[config.mk]
export PLATFORM = sky130hd
export DESIGN_NAME = decode_stage
export DESIGN_NICKNAME = d
export VERILOG_FILES = /design/src/rtl/decode_stage.sv
export SDC_FILE = /design/constraint.sdc
export NUM_CORES = 1
export LEC_CHECK = 0
export BUFFER_PORTS_ARGS = -buffer_cell sky130_fd_sc_hd__buf_4
export CORE_MARGIN = 5
export CORE_UTILIZATION = 40
export CTS_BUF_LIST = sky130_fd_sc_hd__clkbuf_16
export DETAILED_ROUTE_END_ITERATION = 16
export GPL_ROUTABILITY_DRIVEN = 0
export HOLD_SLACK_MARGIN = 0.1
export PLACE_DENSITY = 0.69
export SYNTH_ARGS = -nofsm -noshare
export SYNTH_HDL_FRONTEND = slang
export SYNTH_SLANG_ARGS = --single-unit
[constraint.sdc]
create_clock -name clk -period 3.3 [get_ports clk]
set_input_delay 0.33 -clock clk [delete_from_list [all_inputs] [get_ports clk]]
set_output_delay 0.33 -clock clk [all_outputs]
set_load 0.02 [all_outputs]
[src/rtl/decode_stage.sv]
// RV32I decode stage: instruction decode, immediate generation, load-use hazard detection.
// Optional macro ID_ILLEGAL_TRAP_EN passes illegal instructions downstream flagged instead of dropping them.

package core;
    typedef struct packed {
        logic [31:0] pc;
        logic [31:0] inst;
        logic        valid;
    } if_id_t;

    typedef enum logic [3:0] {
        OP_LUI, OP_AUIPC, OP_JAL, OP_JALR, OP_BRANCH, OP_LOAD,
        OP_STORE, OP_IMM, OP_OP, OP_FENCE, OP_SYSTEM, OP_ILLEGAL
    } op_class_t;

    typedef struct packed {
        logic [31:0] pc;
        logic [31:0] inst;
        logic [31:0] rs1_data;
        logic [31:0] rs2_data;
        logic [31:0] imm;
        logic [4:0]  rd;
        logic        rd_we;
        op_class_t   op;
        logic        illegal;
        logic        valid;
    } id_ex_t;

    localparam id_ex_t id_ex_rst = '0;
endpackage

module decode_stage (
    input  logic         clk,
    input  logic         rst,
    input  logic         en,
    input  logic         next_rdy,
    input  core::if_id_t if_id,
    output logic [4:0]   rs1_addr,
    output logic [4:0]   rs2_addr,
    input  logic [31:0]  rs1_data,
    input  logic [31:0]  rs2_data,
    input  logic [4:0]   ex_rd,
    input  logic         ex_load,
    input  logic         flush,
    output core::id_ex_t id_ex,
    output logic         rdy,
    output logic [15:0]  stall_cnt
);
    import core::*;

    logic [31:0] w_inst;
    logic [4:0]  w_rd;
    logic [31:0] w_imm_i, w_imm_s, w_imm_b, w_imm_u, w_imm_j, w_imm;
    op_class_t   w_op;
    logic        w_writes, w_use_rs1, w_use_rs2;
    logic        w_illegal, w_illegal_flag, w_hazard, w_load_valid;
    id_ex_t      w_dec;
    id_ex_t      r_id_ex;
    logic [15:0] r_stall_cnt;

    assign w_inst   = if_id.inst;
    assign w_rd     = w_inst[11:7];
    assign rs1_addr = w_inst[19:15];
    assign rs2_addr = w_inst[24:20];

    assign w_imm_i = {{20{w_inst[31]}}, w_inst[31:20]};
    assign w_imm_s = {{20{w_inst[31]}}, w_inst[31:25], w_inst[11:7]};
    assign w_imm_b = {{19{w_inst[31]}}, w_inst[31], w_inst[7], w_inst[30:25], w_inst[11:8], 1'b0};
    assign w_imm_u = {w_inst[31:12], 12'b0};
    assign w_imm_j = {{11{w_inst[31]}}, w_inst[31], w_inst[19:12], w_inst[20], w_inst[30:21], 1'b0};

    always_comb begin
        // NOTE: every output gets a default first so no path leaves one unassigned and no latch is inferred.
        w_op      = OP_ILLEGAL;
        w_imm     = '0;
        w_writes  = 1'b0;
        w_use_rs1 = 1'b0;
        w_use_rs2 = 1'b0;
        unique case (w_inst[6:0])
            7'b0110111: begin w_op = OP_LUI;    w_imm = w_imm_u; w_writes = 1'b1; end
            7'b0010111: begin w_op = OP_AUIPC;  w_imm = w_imm_u; w_writes = 1'b1; end
            7'b1101111: begin w_op = OP_JAL;    w_imm = w_imm_j; w_writes = 1'b1; end
            7'b1100111: begin w_op = OP_JALR;   w_imm = w_imm_i; w_writes = 1'b1; w_use_rs1 = 1'b1; end
            7'b1100011: begin w_op = OP_BRANCH; w_imm = w_imm_b; w_use_rs1 = 1'b1; w_use_rs2 = 1'b1; end
            7'b0000011: begin w_op = OP_LOAD;   w_imm = w_imm_i; w_writes = 1'b1; w_use_rs1 = 1'b1; end
            7'b0100011: begin w_op = OP_STORE;  w_imm = w_imm_s; w_use_rs1 = 1'b1; w_use_rs2 = 1'b1; end
            7'b0010011: begin w_op = OP_IMM;    w_imm = w_imm_i; w_writes = 1'b1; w_use_rs1 = 1'b1; end
            7'b0110011: begin w_op = OP_OP;     w_writes = 1'b1; w_use_rs1 = 1'b1; w_use_rs2 = 1'b1; end
            7'b0001111: begin w_op = OP_FENCE;  w_imm = w_imm_i; end
            7'b1110011: begin w_op = OP_SYSTEM; w_imm = w_imm_i; w_writes = 1'b1; end
            default:    ;
        endcase
    end

    assign w_illegal = (w_op == OP_ILLEGAL);
    assign w_hazard  = if_id.valid && ex_load && (ex_rd != 5'd0) &&
                       ((w_use_rs1 && (rs1_addr == ex_rd)) || (w_use_rs2 && (rs2_addr == ex_rd)));

`ifdef ID_ILLEGAL_TRAP_EN
    assign w_load_valid   = en && if_id.valid;
    assign w_illegal_flag = w_illegal;
`else
    assign w_load_valid   = en && if_id.valid && !w_illegal;
    assign w_illegal_flag = 1'b0;
`endif

    assign w_dec = '{pc: if_id.pc, inst: w_inst, rs1_data: rs1_data, rs2_data: rs2_data,
                     imm: w_imm, rd: w_rd, rd_we: w_writes && (w_rd != 5'd0), op: w_op,
                     illegal: w_illegal_flag, valid: w_load_valid};

    // Flush consumes if_id as well, so fetch may advance even when execute is busy.
    assign rdy = !rst && (flush || (next_rdy && !w_hazard));

    always_ff @(posedge clk) begin
        // NOTE: state registers use non-blocking assignments so all of them update from pre-edge values.
        if (rst) begin
            r_id_ex     <= id_ex_rst;
            r_stall_cnt <= '0;
        end else if (flush) begin
            r_id_ex.valid <= 1'b0;
        end else if (next_rdy) begin
            if (w_hazard) begin
                r_id_ex.valid <= 1'b0;
                if (r_stall_cnt != 16'hFFFF)
                    r_stall_cnt <= r_stall_cnt + 16'd1;
            end else begin
                r_id_ex <= w_dec;
            end
        end
    end

    assign id_ex     = r_id_ex;
    assign stall_cnt = r_stall_cnt;
endmodule

==> impl_metrics.yaml <==
worst_setup_path:
  rr_worst_depth: 6
  cp-start-kind: "input pin"
  r2r_end: "stall_cnt[3]"
  crit_end: "rdy"
  cp.arrival_ns: 2.16
  cp_cell_sequence: "buf_4, xor2_1, nor4_1, and4_4, o21ai_4, a21oi_1, nor2_1, buf_4"
  end_kind: "primary output"
  rr_startpoint: "stall_cnt[0]"
  critPathRequiredTime_ns: 2.97
  crit_start: "if_id[23]"
  critical_path_class: "in -> out"
  r2r_setup_slack_ns: 0.94
  crit_top_cell: "buf_4"
  cp_slowest_cell: "nor4_1"
  slowest_delay_ns: 0.43
  cp_max_fo: 35
clock_network:
  cts-resized-gates: 0
  numCtsBuffers: 17
  clock-root-buffer: "clkbuf_16"
  cts_setup_buffers: 0
  cts_tree: "built"
  htreeDepth: 4
  ctsHoldBuffers: 0
  clk_path_buf_depth: 2
  clk_latency_ns: 0.42
  cts.clk_slew.worst_paths_ns: 0.08
  cts_sinks: 182
floorplan:
  die_w_um: 153
  core-area_mm2: 0.0201
  ioPinCount: 339
  die_h_um: 153
  initial_core_util: 0.404
  std_cell_rows: 52
  dieArea_mm2: 0.0233
cells_and_area:
  area_growth_pct: 38.1
  fill_cells: 1914
  utilization: 0.558
  seqCellArea_mm2: 0.00364
  final_common_cell: "buf_4"
  multi_input_area_mm2: 0.00390
  final_cell_mix: "buf_4, dfxtp_1, a21oi_1"
  nets: 1401
  antenna_cells: 0
  drive_gt1_frac: 0.311
detailed_routing:
  detail-route-antenna-nets: 0
  drtIter0Drc: 629
  drt_pre_antenna_iters: 5
  drt-total-wl_um: 28700
  drcViolationCount: 0
  via_per_inst: 5.62
  avgRoutedWirePerCell_um: 18.6
  vias: 8671
global_route:
  top_usage_layer: "met2"
  overflow: 0
  grt_max_degree: 126
  antenna_found_initial: 0
  met1_usage: 0.313
  use_met3: 0.0605
  grt_pass1_wl_um: 45100
  met2_usage: 0.374
  track_usage: 0.233
  grt_pass1_vias: 8097
timing:
  fmax_mhz: 402
  finalCritPeriodShare: 0.753
  slew_violations: 0
  final.setup.tns_ns: 0
  relSlewSlack: 0.188
  clock_skew_ns: 0.00516
  worstMarginPinSlew_ns: 1.22
  post-route-min-period_ns: 2.49
  setup_violations: 0
  rsz0062_at_grt: "false"
  hold_viol: 0
power_and_ir_drop:
  p_per_area_mw_per_mm2: 469
  power_leakage_nw: 4.47
  vdd_drop_max_mv: 0.337
synth:
  synth_edf_count: 0
  syn_avg_cell_area_um2: 8.03
  syn_nets: 1152
  synth_warnings: 0
  yosysSeqAreaShare: 0.449
  synth_ff_type: "dfxtp_1"
  synth_cells: 1011
  synth-seq-cells: 182
  async_reset_ff_frac: 0
  synth.distinct_cells: 53
  netlist_area_mm2: 0.00812
worst_hold_path:
  hold_class: "in -> reg"
placed_design:
  port_buffers: 337
  hpwl_um: 19400
run:
  maxCapViolCount: 0
status:
  status: "finished, final reports clean"
[sequential cells by signal (all words and copies together), names as in the netlist]
name,cells
id_ex,166
stall_cnt,16
[power by group]
group | internal (mW) | total [mW] | switching [mW] | leakage (nW)
sequential | 2.28 | 2.32 | 0.0437 | 1.48
combinational | 0.328 | 0.759 | 0.431 | 2.68
clock | 1.22 | 2.17 | 0.954 | 0.298
[per-layer routing]
metal  vias to the layer above  wire length, um
met3                        25             2460
met1                      4087            12200
met4                         0              429
met2                       386            13500
li1                       4173                -
met5                         -                0
[stage by stage]
stage | total power, mW | setup slack (ns) | instance area [um^2] | hold WS (ns) | cells
2_1_floorplan | 2.76 | 1.11 | 8120 | 0.432 | 1011
3_3_place_gp | 3.13 | 0.670 | 10600 | 0.457 | 1511
3_5_place_dp | 3.14 | 0.589 | 10600 | 0.466 | 1511
4_1_cts | 5.30 | 0.848 | 11200 | 0.137 | 1542
5_1_grt | 5.45 | 0.658 | 11200 | 0.150 | 1542
6_report | 5.26 | 0.815 | 11200 | 0.155 | 1542
[final cells by class]
class                           count  area share
Tap cell                          270      0.0301
Multi-Input combinational cell    701       0.348
Timing Repair Buffer              354       0.241
Clock inverter                     14      0.0174
Sequential cell                   182       0.325
Clock buffer                       17      0.0379
Inverter                            4     0.00134
[cells in the mapped netlist, types with 2 or more instances]
cell | instances | share of area
o41ai_1 | 2 | 0.0022
xnor2_1 | 4 | 0.0043
inv_1 | 4 | 0.0018
dfxtp_1 | 182 | 0.45
buf_4 | 16 | 0.015
o21ai_0 | 158 | 0.097
a21oi_1 | 175 | 0.11
nand2_1 | 31 | 0.014
or3_1 | 3 | 0.0023
and2_1 | 10 | 0.0077
a211oi_1 | 5 | 0.0046
mux2i_1 | 2 | 0.0025
clkbuf_1 | 65 | 0.030
nor3_1 | 8 | 0.0049
and3_1 | 8 | 0.0062
or2_2 | 2 | 0.0015
nand2b_1 | 25 | 0.019
buf_2 | 19 | 0.012
a311oi_1 | 12 | 0.013
nor2_1 | 9 | 0.0042
o31ai_1 | 13 | 0.012
or4_1 | 16 | 0.015
xor2_1 | 7 | 0.0075
clkbuf_2 | 5 | 0.0031
buf_6 | 3 | 0.0042
and4_1 | 2 | 0.0022
nand3_1 | 153 | 0.094
o2111ai_1 | 11 | 0.012
o22ai_1 | 3 | 0.0023
nand4_1 | 9 | 0.0069
nor2b_1 | 6 | 0.0046
a22oi_1 | 5 | 0.0046
buf_1 | 15 | 0.0069
a31oi_1 | 3 | 0.0023
nor4_1 | 2 | 0.0015
[critical path: cells and delay by family]
family                    cells  cell delay [ns]
and+or+nand+nor               3             0.82
AOI/OAI and AO/OA             2             0.47
xor gates and xnor gates      1             0.16
buffers and inverters         2             0.35
[worst min-delay path by stage]
stage | depth (start not counted) | startpoint | end
2_1_floorplan | 1 | flush | id_ex[0]
3_3_place_gp | 2 | id_ex[0] | id_ex[0]
3_5_place_dp | 2 | id_ex[21] | id_ex[21]
4_1_cts | 3 | rs2_data[7] | id_ex[51]
5_1_grt | 3 | if_id[60] | id_ex[167]
6_report | 3 | rs2_data[15] | id_ex[59]
[cell families (layout without fill, tap and decap cells)]
group | count (synthesis) | in the layout | synth area share
and+or+nand+nor | 292 | 292 | 0.194
DFF | 182 | 182 | 0.449
xor gates and xnor gates | 11 | 11 | 0.0119
other | 1 | 1 | 0.000462
AOI/OAI and AO/OA | 394 | 394 | 0.267
muxes | 2 | 2 | 0.00246
buffers and inverters | 128 | 389 | 0.0744
adders and majority gates | 1 | 1 | 0.00154
Power figures use the tool's default switching activity.
